===== config.mk =====
export PLATFORM = sky130hd
export DESIGN_NAME = readreg_stage_flat
export DESIGN_NICKNAME = d
export VERILOG_FILES = /design/src/rtl/readreg_stage_if.sv /design/src/rtl/readreg_stage.sv /design/src/flat_wrapper.sv
export SDC_FILE = /design/constraint.sdc
export NUM_CORES = 1
export LEC_CHECK = 0
export CORE_AREA = 10 10 524 526
export CTS_BUF_LIST = sky130_fd_sc_hd__clkbuf_8
export DETAILED_ROUTE_END_ITERATION = 12
export DIE_AREA = 0 0 534 536
export PLACE_DENSITY_LB_ADDON = 0.1
export SETUP_SLACK_MARGIN = 0.2
export SYNTH_ARGS = -nofsm -noshare
export SYNTH_HDL_FRONTEND = slang
export SYNTH_SLANG_ARGS = --single-unit
export TNS_END_PERCENT = 5

===== constraint.sdc =====
create_clock -name clk -period 1.2 [get_ports clk]
set_clock_uncertainty 0.15 [all_clocks]
set_input_delay 0.12 -clock clk [delete_from_list [all_inputs] [get_ports clk]]
set_output_delay 0.12 -clock clk [all_outputs]
set_load 0.005 [all_outputs]

===== src/rtl/readreg_stage_if.sv =====
// Interface bundling the rename, regfile, writeback, issue and flush signals
// around the readreg stage. The stage is the slave; its environment is the master.
interface readreg_stage_if #(
    parameter int READREG_WIDTH    = 4,
    parameter int PHY_REG_ID_WIDTH = 6,
    parameter int REG_DATA_WIDTH   = 32,
    parameter int WB_WIDTH         = 4,
    parameter int PAYLOAD_WIDTH    = 64
);
    // rename side
    logic [READREG_WIDTH-1:0]                             rename_readreg_valid;
    logic [READREG_WIDTH-1:0][1:0][PHY_REG_ID_WIDTH-1:0]  rename_readreg_rs_id;
    logic [READREG_WIDTH-1:0][1:0]                        rename_readreg_rs_need;
    logic [READREG_WIDTH-1:0][PAYLOAD_WIDTH-1:0]          rename_readreg_payload;
    logic                                                 readreg_rename_stall;
    // physical register file read ports
    logic [READREG_WIDTH-1:0][1:0][PHY_REG_ID_WIDTH-1:0]  readreg_phyf_id;
    logic [READREG_WIDTH-1:0][1:0][REG_DATA_WIDTH-1:0]    phyf_readreg_data;
    logic [READREG_WIDTH-1:0][1:0]                        phyf_readreg_data_valid;
    // writeback snoop ports
    logic [WB_WIDTH-1:0][PHY_REG_ID_WIDTH-1:0]            wb_phyf_id;
    logic [WB_WIDTH-1:0][REG_DATA_WIDTH-1:0]              wb_phyf_data;
    logic [WB_WIDTH-1:0]                                  wb_phyf_we;
    // issue side and commit flush
    logic                                                 issue_readreg_stall;
    logic                                                 commit_readreg_flush;
    logic [READREG_WIDTH-1:0]                             readreg_issue_valid;
    logic [READREG_WIDTH-1:0][1:0][PHY_REG_ID_WIDTH-1:0]  readreg_issue_src_id;
    logic [READREG_WIDTH-1:0][1:0]                        readreg_issue_src_loaded;
    logic [READREG_WIDTH-1:0][1:0][REG_DATA_WIDTH-1:0]    readreg_issue_src_data;
    logic [READREG_WIDTH-1:0][PAYLOAD_WIDTH-1:0]          readreg_issue_payload;

    modport slave (
        input  rename_readreg_valid, rename_readreg_rs_id, rename_readreg_rs_need,
        input  rename_readreg_payload,
        output readreg_rename_stall,
        output readreg_phyf_id,
        input  phyf_readreg_data, phyf_readreg_data_valid,
        input  wb_phyf_id, wb_phyf_data, wb_phyf_we,
        input  issue_readreg_stall, commit_readreg_flush,
        output readreg_issue_valid, readreg_issue_src_id, readreg_issue_src_loaded,
        output readreg_issue_src_data, readreg_issue_payload
    );

    modport master (
        output rename_readreg_valid, rename_readreg_rs_id, rename_readreg_rs_need,
        output rename_readreg_payload,
        input  readreg_rename_stall,
        input  readreg_phyf_id,
        output phyf_readreg_data, phyf_readreg_data_valid,
        output wb_phyf_id, wb_phyf_data, wb_phyf_we,
        output issue_readreg_stall, commit_readreg_flush,
        input  readreg_issue_valid, readreg_issue_src_id, readreg_issue_src_loaded,
        input  readreg_issue_src_data, readreg_issue_payload
    );
endinterface


===== src/rtl/readreg_stage.sv =====
// readreg_stage: rename -> issue pipeline stage. Drives regfile read IDs,
// captures operand data/ready flags into a one-deep register, handles issue
// stall and commit flush.
// Optional macro READREG_WB_SNOOP_EN: while stalled, unloaded operands of held
// entries pick up matching writeback data (lowest-index wb port wins).
module readreg_stage #(
    parameter int READREG_WIDTH    = 4,
    parameter int PHY_REG_ID_WIDTH = 6,
    parameter int REG_DATA_WIDTH   = 32,
    parameter int WB_WIDTH         = 4,
    parameter int PAYLOAD_WIDTH    = 64
) (
    input logic             clk,
    input logic             rst,
    readreg_stage_if.slave  bus
);
    localparam logic [PHY_REG_ID_WIDTH-1:0] NO_READ_ID = '1;

    logic [READREG_WIDTH-1:0]                            vld_p0;
    logic [READREG_WIDTH-1:0][1:0][PHY_REG_ID_WIDTH-1:0] id_p0;
    logic [READREG_WIDTH-1:0][1:0]                       loaded_p0;
    logic [READREG_WIDTH-1:0][1:0][REG_DATA_WIDTH-1:0]   data_p0;
    logic [READREG_WIDTH-1:0][PAYLOAD_WIDTH-1:0]         payload_p0;

    assign bus.readreg_rename_stall = bus.issue_readreg_stall;

    // Regfile read request: real ID only for used operands of valid slots.
    always_comb begin
        bus.readreg_phyf_id = '0;
        for (int i = 0; i < READREG_WIDTH; i++) begin
            for (int j = 0; j < 2; j++) begin
                bus.readreg_phyf_id[i][j] =
                    (bus.rename_readreg_valid[i] && bus.rename_readreg_rs_need[i][j])
                    ? bus.rename_readreg_rs_id[i][j] : NO_READ_ID;
            end
        end
    end

`ifdef READREG_WB_SNOOP_EN
    logic [READREG_WIDTH-1:0][1:0]                     snoop_hit;
    logic [READREG_WIDTH-1:0][1:0][REG_DATA_WIDTH-1:0] snoop_data;

    // Writeback match per held operand; descending scan lets port 0 win.
    always_comb begin
        snoop_hit  = '0;
        snoop_data = '0;
        for (int i = 0; i < READREG_WIDTH; i++) begin
            for (int j = 0; j < 2; j++) begin
                for (int k = WB_WIDTH - 1; k >= 0; k--) begin
                    if (bus.wb_phyf_we[k] && (bus.wb_phyf_id[k] == id_p0[i][j])) begin
                        snoop_hit[i][j]  = 1'b1;
                        snoop_data[i][j] = bus.wb_phyf_data[k];
                    end
                end
            end
        end
    end
`else
    // Held entries stay frozen; writeback ports are not consumed here.
    logic unused_wb;
    assign unused_wb = ^{bus.wb_phyf_id, bus.wb_phyf_data, bus.wb_phyf_we};
`endif

    // ---- stage p0: rename/regfile capture into the issue register ----
    // Reset, then flush, then capture, then hold (with optional snoop).
    always_ff @(posedge clk) begin
        if (!rst) begin
            vld_p0     <= '0;
            id_p0      <= '0;
            loaded_p0  <= '0;
            data_p0    <= '0;
            payload_p0 <= '0;
        end else if (bus.commit_readreg_flush) begin
            vld_p0    <= '0;
            loaded_p0 <= '0;
            data_p0   <= '0;
        end else if (!bus.issue_readreg_stall) begin
            vld_p0     <= bus.rename_readreg_valid;
            id_p0      <= bus.rename_readreg_rs_id;
            payload_p0 <= bus.rename_readreg_payload;
            for (int i = 0; i < READREG_WIDTH; i++) begin
                for (int j = 0; j < 2; j++) begin
                    if (!bus.rename_readreg_valid[i]) begin
                        loaded_p0[i][j] <= 1'b0;
                        data_p0[i][j]   <= '0;
                    end else if (!bus.rename_readreg_rs_need[i][j]) begin
                        loaded_p0[i][j] <= 1'b1;
                        data_p0[i][j]   <= '0;
                    end else begin
                        loaded_p0[i][j] <= bus.phyf_readreg_data_valid[i][j];
                        data_p0[i][j]   <= bus.phyf_readreg_data_valid[i][j]
                                           ? bus.phyf_readreg_data[i][j] : '0;
                    end
                end
            end
        end
`ifdef READREG_WB_SNOOP_EN
        else begin
            for (int i = 0; i < READREG_WIDTH; i++) begin
                for (int j = 0; j < 2; j++) begin
                    if (vld_p0[i] && !loaded_p0[i][j] && snoop_hit[i][j]) begin
                        loaded_p0[i][j] <= 1'b1;
                        data_p0[i][j]   <= snoop_data[i][j];
                    end
                end
            end
        end
`endif
    end

    assign bus.readreg_issue_valid      = vld_p0;
    assign bus.readreg_issue_src_id     = id_p0;
    assign bus.readreg_issue_src_loaded = loaded_p0;
    assign bus.readreg_issue_src_data   = data_p0;
    assign bus.readreg_issue_payload    = payload_p0;
endmodule


===== src/flat_wrapper.sv =====
// flat-port wrapper written by rule: the top's interface ports become plain ports
module readreg_stage_flat 
#(
    parameter int READREG_WIDTH    = 4,
    parameter int PHY_REG_ID_WIDTH = 6,
    parameter int REG_DATA_WIDTH   = 32,
    parameter int WB_WIDTH         = 4,
    parameter int PAYLOAD_WIDTH    = 64
)
  (clk, rst, bus_rename_readreg_valid, bus_rename_readreg_rs_id, bus_rename_readreg_rs_need, bus_rename_readreg_payload, bus_readreg_rename_stall, bus_readreg_phyf_id, bus_phyf_readreg_data, bus_phyf_readreg_data_valid, bus_wb_phyf_id, bus_wb_phyf_data, bus_wb_phyf_we, bus_issue_readreg_stall, bus_commit_readreg_flush, bus_readreg_issue_valid, bus_readreg_issue_src_id, bus_readreg_issue_src_loaded, bus_readreg_issue_src_data, bus_readreg_issue_payload);
  readreg_stage_if #(.READREG_WIDTH(READREG_WIDTH), .PHY_REG_ID_WIDTH(PHY_REG_ID_WIDTH), .REG_DATA_WIDTH(REG_DATA_WIDTH), .WB_WIDTH(WB_WIDTH), .PAYLOAD_WIDTH(PAYLOAD_WIDTH)) bus_i ();
  input logic clk;
  input logic rst;
  input wire logic [$bits(bus_i.rename_readreg_valid)-1:0] bus_rename_readreg_valid;
  input wire logic [$bits(bus_i.rename_readreg_rs_id)-1:0] bus_rename_readreg_rs_id;
  input wire logic [$bits(bus_i.rename_readreg_rs_need)-1:0] bus_rename_readreg_rs_need;
  input wire logic [$bits(bus_i.rename_readreg_payload)-1:0] bus_rename_readreg_payload;
  output wire logic [$bits(bus_i.readreg_rename_stall)-1:0] bus_readreg_rename_stall;
  output wire logic [$bits(bus_i.readreg_phyf_id)-1:0] bus_readreg_phyf_id;
  input wire logic [$bits(bus_i.phyf_readreg_data)-1:0] bus_phyf_readreg_data;
  input wire logic [$bits(bus_i.phyf_readreg_data_valid)-1:0] bus_phyf_readreg_data_valid;
  input wire logic [$bits(bus_i.wb_phyf_id)-1:0] bus_wb_phyf_id;
  input wire logic [$bits(bus_i.wb_phyf_data)-1:0] bus_wb_phyf_data;
  input wire logic [$bits(bus_i.wb_phyf_we)-1:0] bus_wb_phyf_we;
  input wire logic [$bits(bus_i.issue_readreg_stall)-1:0] bus_issue_readreg_stall;
  input wire logic [$bits(bus_i.commit_readreg_flush)-1:0] bus_commit_readreg_flush;
  output wire logic [$bits(bus_i.readreg_issue_valid)-1:0] bus_readreg_issue_valid;
  output wire logic [$bits(bus_i.readreg_issue_src_id)-1:0] bus_readreg_issue_src_id;
  output wire logic [$bits(bus_i.readreg_issue_src_loaded)-1:0] bus_readreg_issue_src_loaded;
  output wire logic [$bits(bus_i.readreg_issue_src_data)-1:0] bus_readreg_issue_src_data;
  output wire logic [$bits(bus_i.readreg_issue_payload)-1:0] bus_readreg_issue_payload;
  assign bus_i.rename_readreg_valid = bus_rename_readreg_valid;
  assign bus_i.rename_readreg_rs_id = bus_rename_readreg_rs_id;
  assign bus_i.rename_readreg_rs_need = bus_rename_readreg_rs_need;
  assign bus_i.rename_readreg_payload = bus_rename_readreg_payload;
  assign bus_readreg_rename_stall = bus_i.readreg_rename_stall;
  assign bus_readreg_phyf_id = bus_i.readreg_phyf_id;
  assign bus_i.phyf_readreg_data = bus_phyf_readreg_data;
  assign bus_i.phyf_readreg_data_valid = bus_phyf_readreg_data_valid;
  assign bus_i.wb_phyf_id = bus_wb_phyf_id;
  assign bus_i.wb_phyf_data = bus_wb_phyf_data;
  assign bus_i.wb_phyf_we = bus_wb_phyf_we;
  assign bus_i.issue_readreg_stall = bus_issue_readreg_stall;
  assign bus_i.commit_readreg_flush = bus_commit_readreg_flush;
  assign bus_readreg_issue_valid = bus_i.readreg_issue_valid;
  assign bus_readreg_issue_src_id = bus_i.readreg_issue_src_id;
  assign bus_readreg_issue_src_loaded = bus_i.readreg_issue_src_loaded;
  assign bus_readreg_issue_src_data = bus_i.readreg_issue_src_data;
  assign bus_readreg_issue_payload = bus_i.readreg_issue_payload;
  readreg_stage #(.READREG_WIDTH(READREG_WIDTH), .PHY_REG_ID_WIDTH(PHY_REG_ID_WIDTH), .REG_DATA_WIDTH(REG_DATA_WIDTH), .WB_WIDTH(WB_WIDTH), .PAYLOAD_WIDTH(PAYLOAD_WIDTH)) u_core (.clk(clk), .rst(rst), .bus(bus_i));
endmodule

==> summary.md <==
| Metric | Value |
|---|---|
| Utilization after layout | 17.8% |
| Final WS setup | -0.585 ns |
| CP Cell Sequence | clkdlybuf4s50_1 -> or2_2 -> clkdlybuf4s50_1 |
| Failing checks | negative setup slack |
| Clock slew at reported path FFs | 0.05 ns |
| Final setup fails | 1155 |
| Hold depth | 7 |
| CP max stage cell | clkdlybuf4s50_1 |
| Number of global-route vias before repair | 24800 |
| Distinct cells, synth | 21 |
| Relative slew slack | between 50 and 60% |
| First-pass GRT wire length | 235000 um |
| Die area | 286000 um2 |
| Clock Path Buffers | 3 |
| Required time of the critical path | 0.93 ns |
| Placed insts | 6776 |
| Worst skew pair latency | 0.87 ns |
| Area growth syn-to-layout | 139% |
| Vias | about 23000 |
| Min Tclk post-route | approximately 1.8 ns |
| Final Non-Filler Cells | 7640 |
| TritonCTS Buffers | 139 |
| Lkg Pwr | 18.8 nW |
| Chip width | around 530 um |
| Rows | 189 |
| Critical path's top delay family | buffers and inverters |
| Crit path launch type | input pin |
| R2r startpoint | u_core.bus.readreg_issue_src_data[41]$_SDFFE_PP0N_ |
| CTS Root Cell | clkbuf_8 |
| Overall Global Routing Usage | 12.0% |
| Slew Viols, Final | 0 |
| CP arrival | 1.51 ns |
| Die Ht | 536 um |
| Final HPWL DP | between 100000 and 150000 um |
| Total grt overflow | 0 |
| Avg WL per Cell | 23.6 um |
| Kind of critical path | input pin to output port |
| Final cycle utilization of the critical path | 149% |
| Via/cell ratio | 2.98 |
| Max IR drop VDD | 1.01 mV |
| Maximum fanout along the worst path | 2 |
| Synthesized area per cell | 9.76 um2 |
| IO Pins | 1361 |
| Yosys reg bits | 572 |
| R2r setup slk | between 0.2 and 0.3 ns |
| CP dominant cell by count | clkdlybuf4s50_1 |
| Final #Nets | 4723 |
| GPL Wtd Cong | 0.773 |
| Hold Vio Cnt, Final | 0 |
| RSZ-0062 raised after global routing | true |
| FMAX | between 500 and 600 MHz |
| Class of the worst hold path | input pin to flip-flop |
| Reg2reg end | u_core.bus.readreg_issue_src_data[41]$_SDFFE_PP0N_ |
| Reg2reg path depth | 2 |
| Maxcap violations | 0 |
| Sink Count | 572 |
| DR iter-0 viols | 671 |
| Pwr per Cell Area | 1100 nW/um2 |
| Initial Utilization | 7.47% |
| Share of cells above drive strength 1 | a little over a quarter |
| Slew @ Worst Pin | 0.695 ns |
| Sequential-to-total area share from yosys stat | 58.0% |
| Gate Count Post-Synth | 2022 |
| Core Area | 264000 um2 |
| Initial antenna violation count | 109 |
| Antenna-violating nets left | 0 |
| CTS tree | yes |
| Pre-CTS setup slack | -1.11 ns |
| First drt pass iteration count | 5 |
| CP peak stage delay | roughly 0.58 ns |
| DRT Wirelength | between 150000 and 200000 um |
| CTS HTree Levels | 4 |
| Status | finished, violations left |
| Min-Delay Endpoint | u_core.bus.readreg_issue_src_data[0]$_SDFFE_PP0N_ |
| Synthesized area | 19700 um2 |
| Synth warnings | 0 |
| # port buffers | around 1200 |
| CP bufs+invs | 2 |
| Crit. End Element | output port |
| Largest net degree at the start of global routing | 73 |
| Syn nets | approximately 2800 |
| HP Start | bus_rename_readreg_valid[0] |
| Post-route DRC | 0 |
state kept, by name, indices dropped and copies added, names as in the netlist:
register and cells:
u_core.bus.readreg_issue_payload 256, u_core.bus.readreg_issue_src_data 256, u_core.bus.readreg_issue_src_id 48, u_core.bus.readreg_issue_src_loaded 8, u_core.bus.readreg_issue_valid 4
power breakdown:
| group | internal, W | switching [W] | leakage [nW] | total (W) |
|---|---|---|---|---|
| registers | 0.0196 | 0.000361 | 4.77 | 0.0199 |
| clock network | 0.0129 | 0.0112 | 1.53 | 0.0240 |
| logic | 0.00490 | 0.00316 | 12.5 | 0.00806 |
| total | 0.0373 | 0.0147 | 18.8 | 0.0520 |
worst max path at each step:
| stage | from | end | slack [ns] | cells after the start |
|---|---|---|---|---|
| after floorplan | bus_issue_readreg_stall | u_core.bus.readreg_issue_payload[125]$_SDFFE_PN0P_ | -0.01 | 7 |
| after global placement | bus_rename_readreg_valid[2] | bus_readreg_phyf_id[33] | -1.14 | 5 |
| after detailed placement | bus_rename_readreg_valid[2] | bus_readreg_phyf_id[31] | -1.11 | 5 |
| after CTS | u_core.bus.readreg_issue_src_data[50]$_SDFFE_PP0N_ | bus_readreg_issue_src_data[50] | -0.76 | 2 |
| after global routing | u_core.bus.readreg_issue_src_data[50]$_SDFFE_PP0N_ | bus_readreg_issue_src_data[50] | -0.73 | 2 |
| final | bus_rename_readreg_rs_id[29] | bus_readreg_phyf_id[29] | -0.58 | 3 |
what timing repair did:
| item | 4_1_cts | 5_1_grt |
|---|---|---|
| pin swaps | 1 | 3 |
| endpoints found under the hold margin | 572 | 134 |
| buffers inserted | 0 | 5 |
| setup endpoints to repair | 622 | 1193 |
| hold buffers | 587 | 7 |
| resized for setup | 1129 | 978 |
layout make-up:
cell class,count,area (um2)
fillers,29600,217000
repair buffers,1977,20500
flip-flops and latches,572,11800
multi-input cells,1284,7570
well taps,3533,4420
clock buffers,166,2280
clock inverters,65,378
diodes,34,85.1
inverters,9,33.8
logic make-up after synthesis:
group / share of synthesized area, %
AOI/OAI and AO/OA: 23.4
and+or+nand+nor: 14.3
buffers and inverters: 4.28
DFF: 58.0
placed cells by master, fill, tap and decap left out, types with 109 or more instances in the layout:
master / instances
a21boi_1: 260
a22o_1: 256
buf_12: 109
buf_4: 156
buf_6: 250
clkbuf_8: 166
clkdlybuf4s50_1: 586
dfxtp_1: 323
dfxtp_2: 221
dlygate4sd2_1: 183
dlygate4sd3_1: 594
nand2_1: 626
synth_stat cells:
cell type | number | share of area (%)
nand2_1 | 632 | 12
dfxtp_1 | 572 | 58
a21boi_1 | 260 | 9.9
a22o_1 | 256 | 11
buf_2 | 66 | 1.7
clkbuf_1 | 54 | 1.0
or2_2 | 48 | 1.5
a21boi_0 | 44 | 1.7
buf_4 | 31 | 1.2
a21oi_1 | 12 | 0.30
nor2_1 | 12 | 0.23
inv_1 | 9 | 0.17
o21ai_0 | 8 | 0.20
nand4bb_1 | 4 | 0.23
nor2b_1 | 4 | 0.13
buf_1 | 3 | 0.057
buf_6 | 3 | 0.17
nand2b_1 | 1 | 0.032
nor2_2 | 1 | 0.032
nor2_4 | 1 | 0.057
or2_1 | 1 | 0.032
worst min-delay path: stages:
cell and delay, ns:
buf_12 0.11, buf_4 0.12, nand4bb_1 0.09, buf_4 0.14
nor2_4 0.05, buf_12 0.15, a22o_1 0.19
per-stage QoR:
| step | setup TNS (ns) | area [um2] | hold slack [ns] | total power (W) |
|---|---|---|---|---|
| finish | -405.18 | 47100 | 0.0113 | 0.0520 |
| global route | -523.51 | 47100 | -0.0945 | 0.0551 |
| CTS | -565.96 | 46400 | -0.280 | 0.0540 |
| detailed placement | -450.28 | 37900 | 0.293 | 0.0269 |
| global placement | -452.06 | 37900 | 0.289 | 0.0269 |
| floorplan | -2.67 | 19900 | 0.0955 | 0.0216 |
per-layer routing:
metal  GRT usage [%]  up-vias  share of wire [%]
met2            20.2     1102                 47
li1                -    10900                  -
met5               0        -               0.15
met4            2.57       42                2.2
met1            12.9    10500                 38
met3            7.37      257                 13
Power figures use the tool's default switching activity.
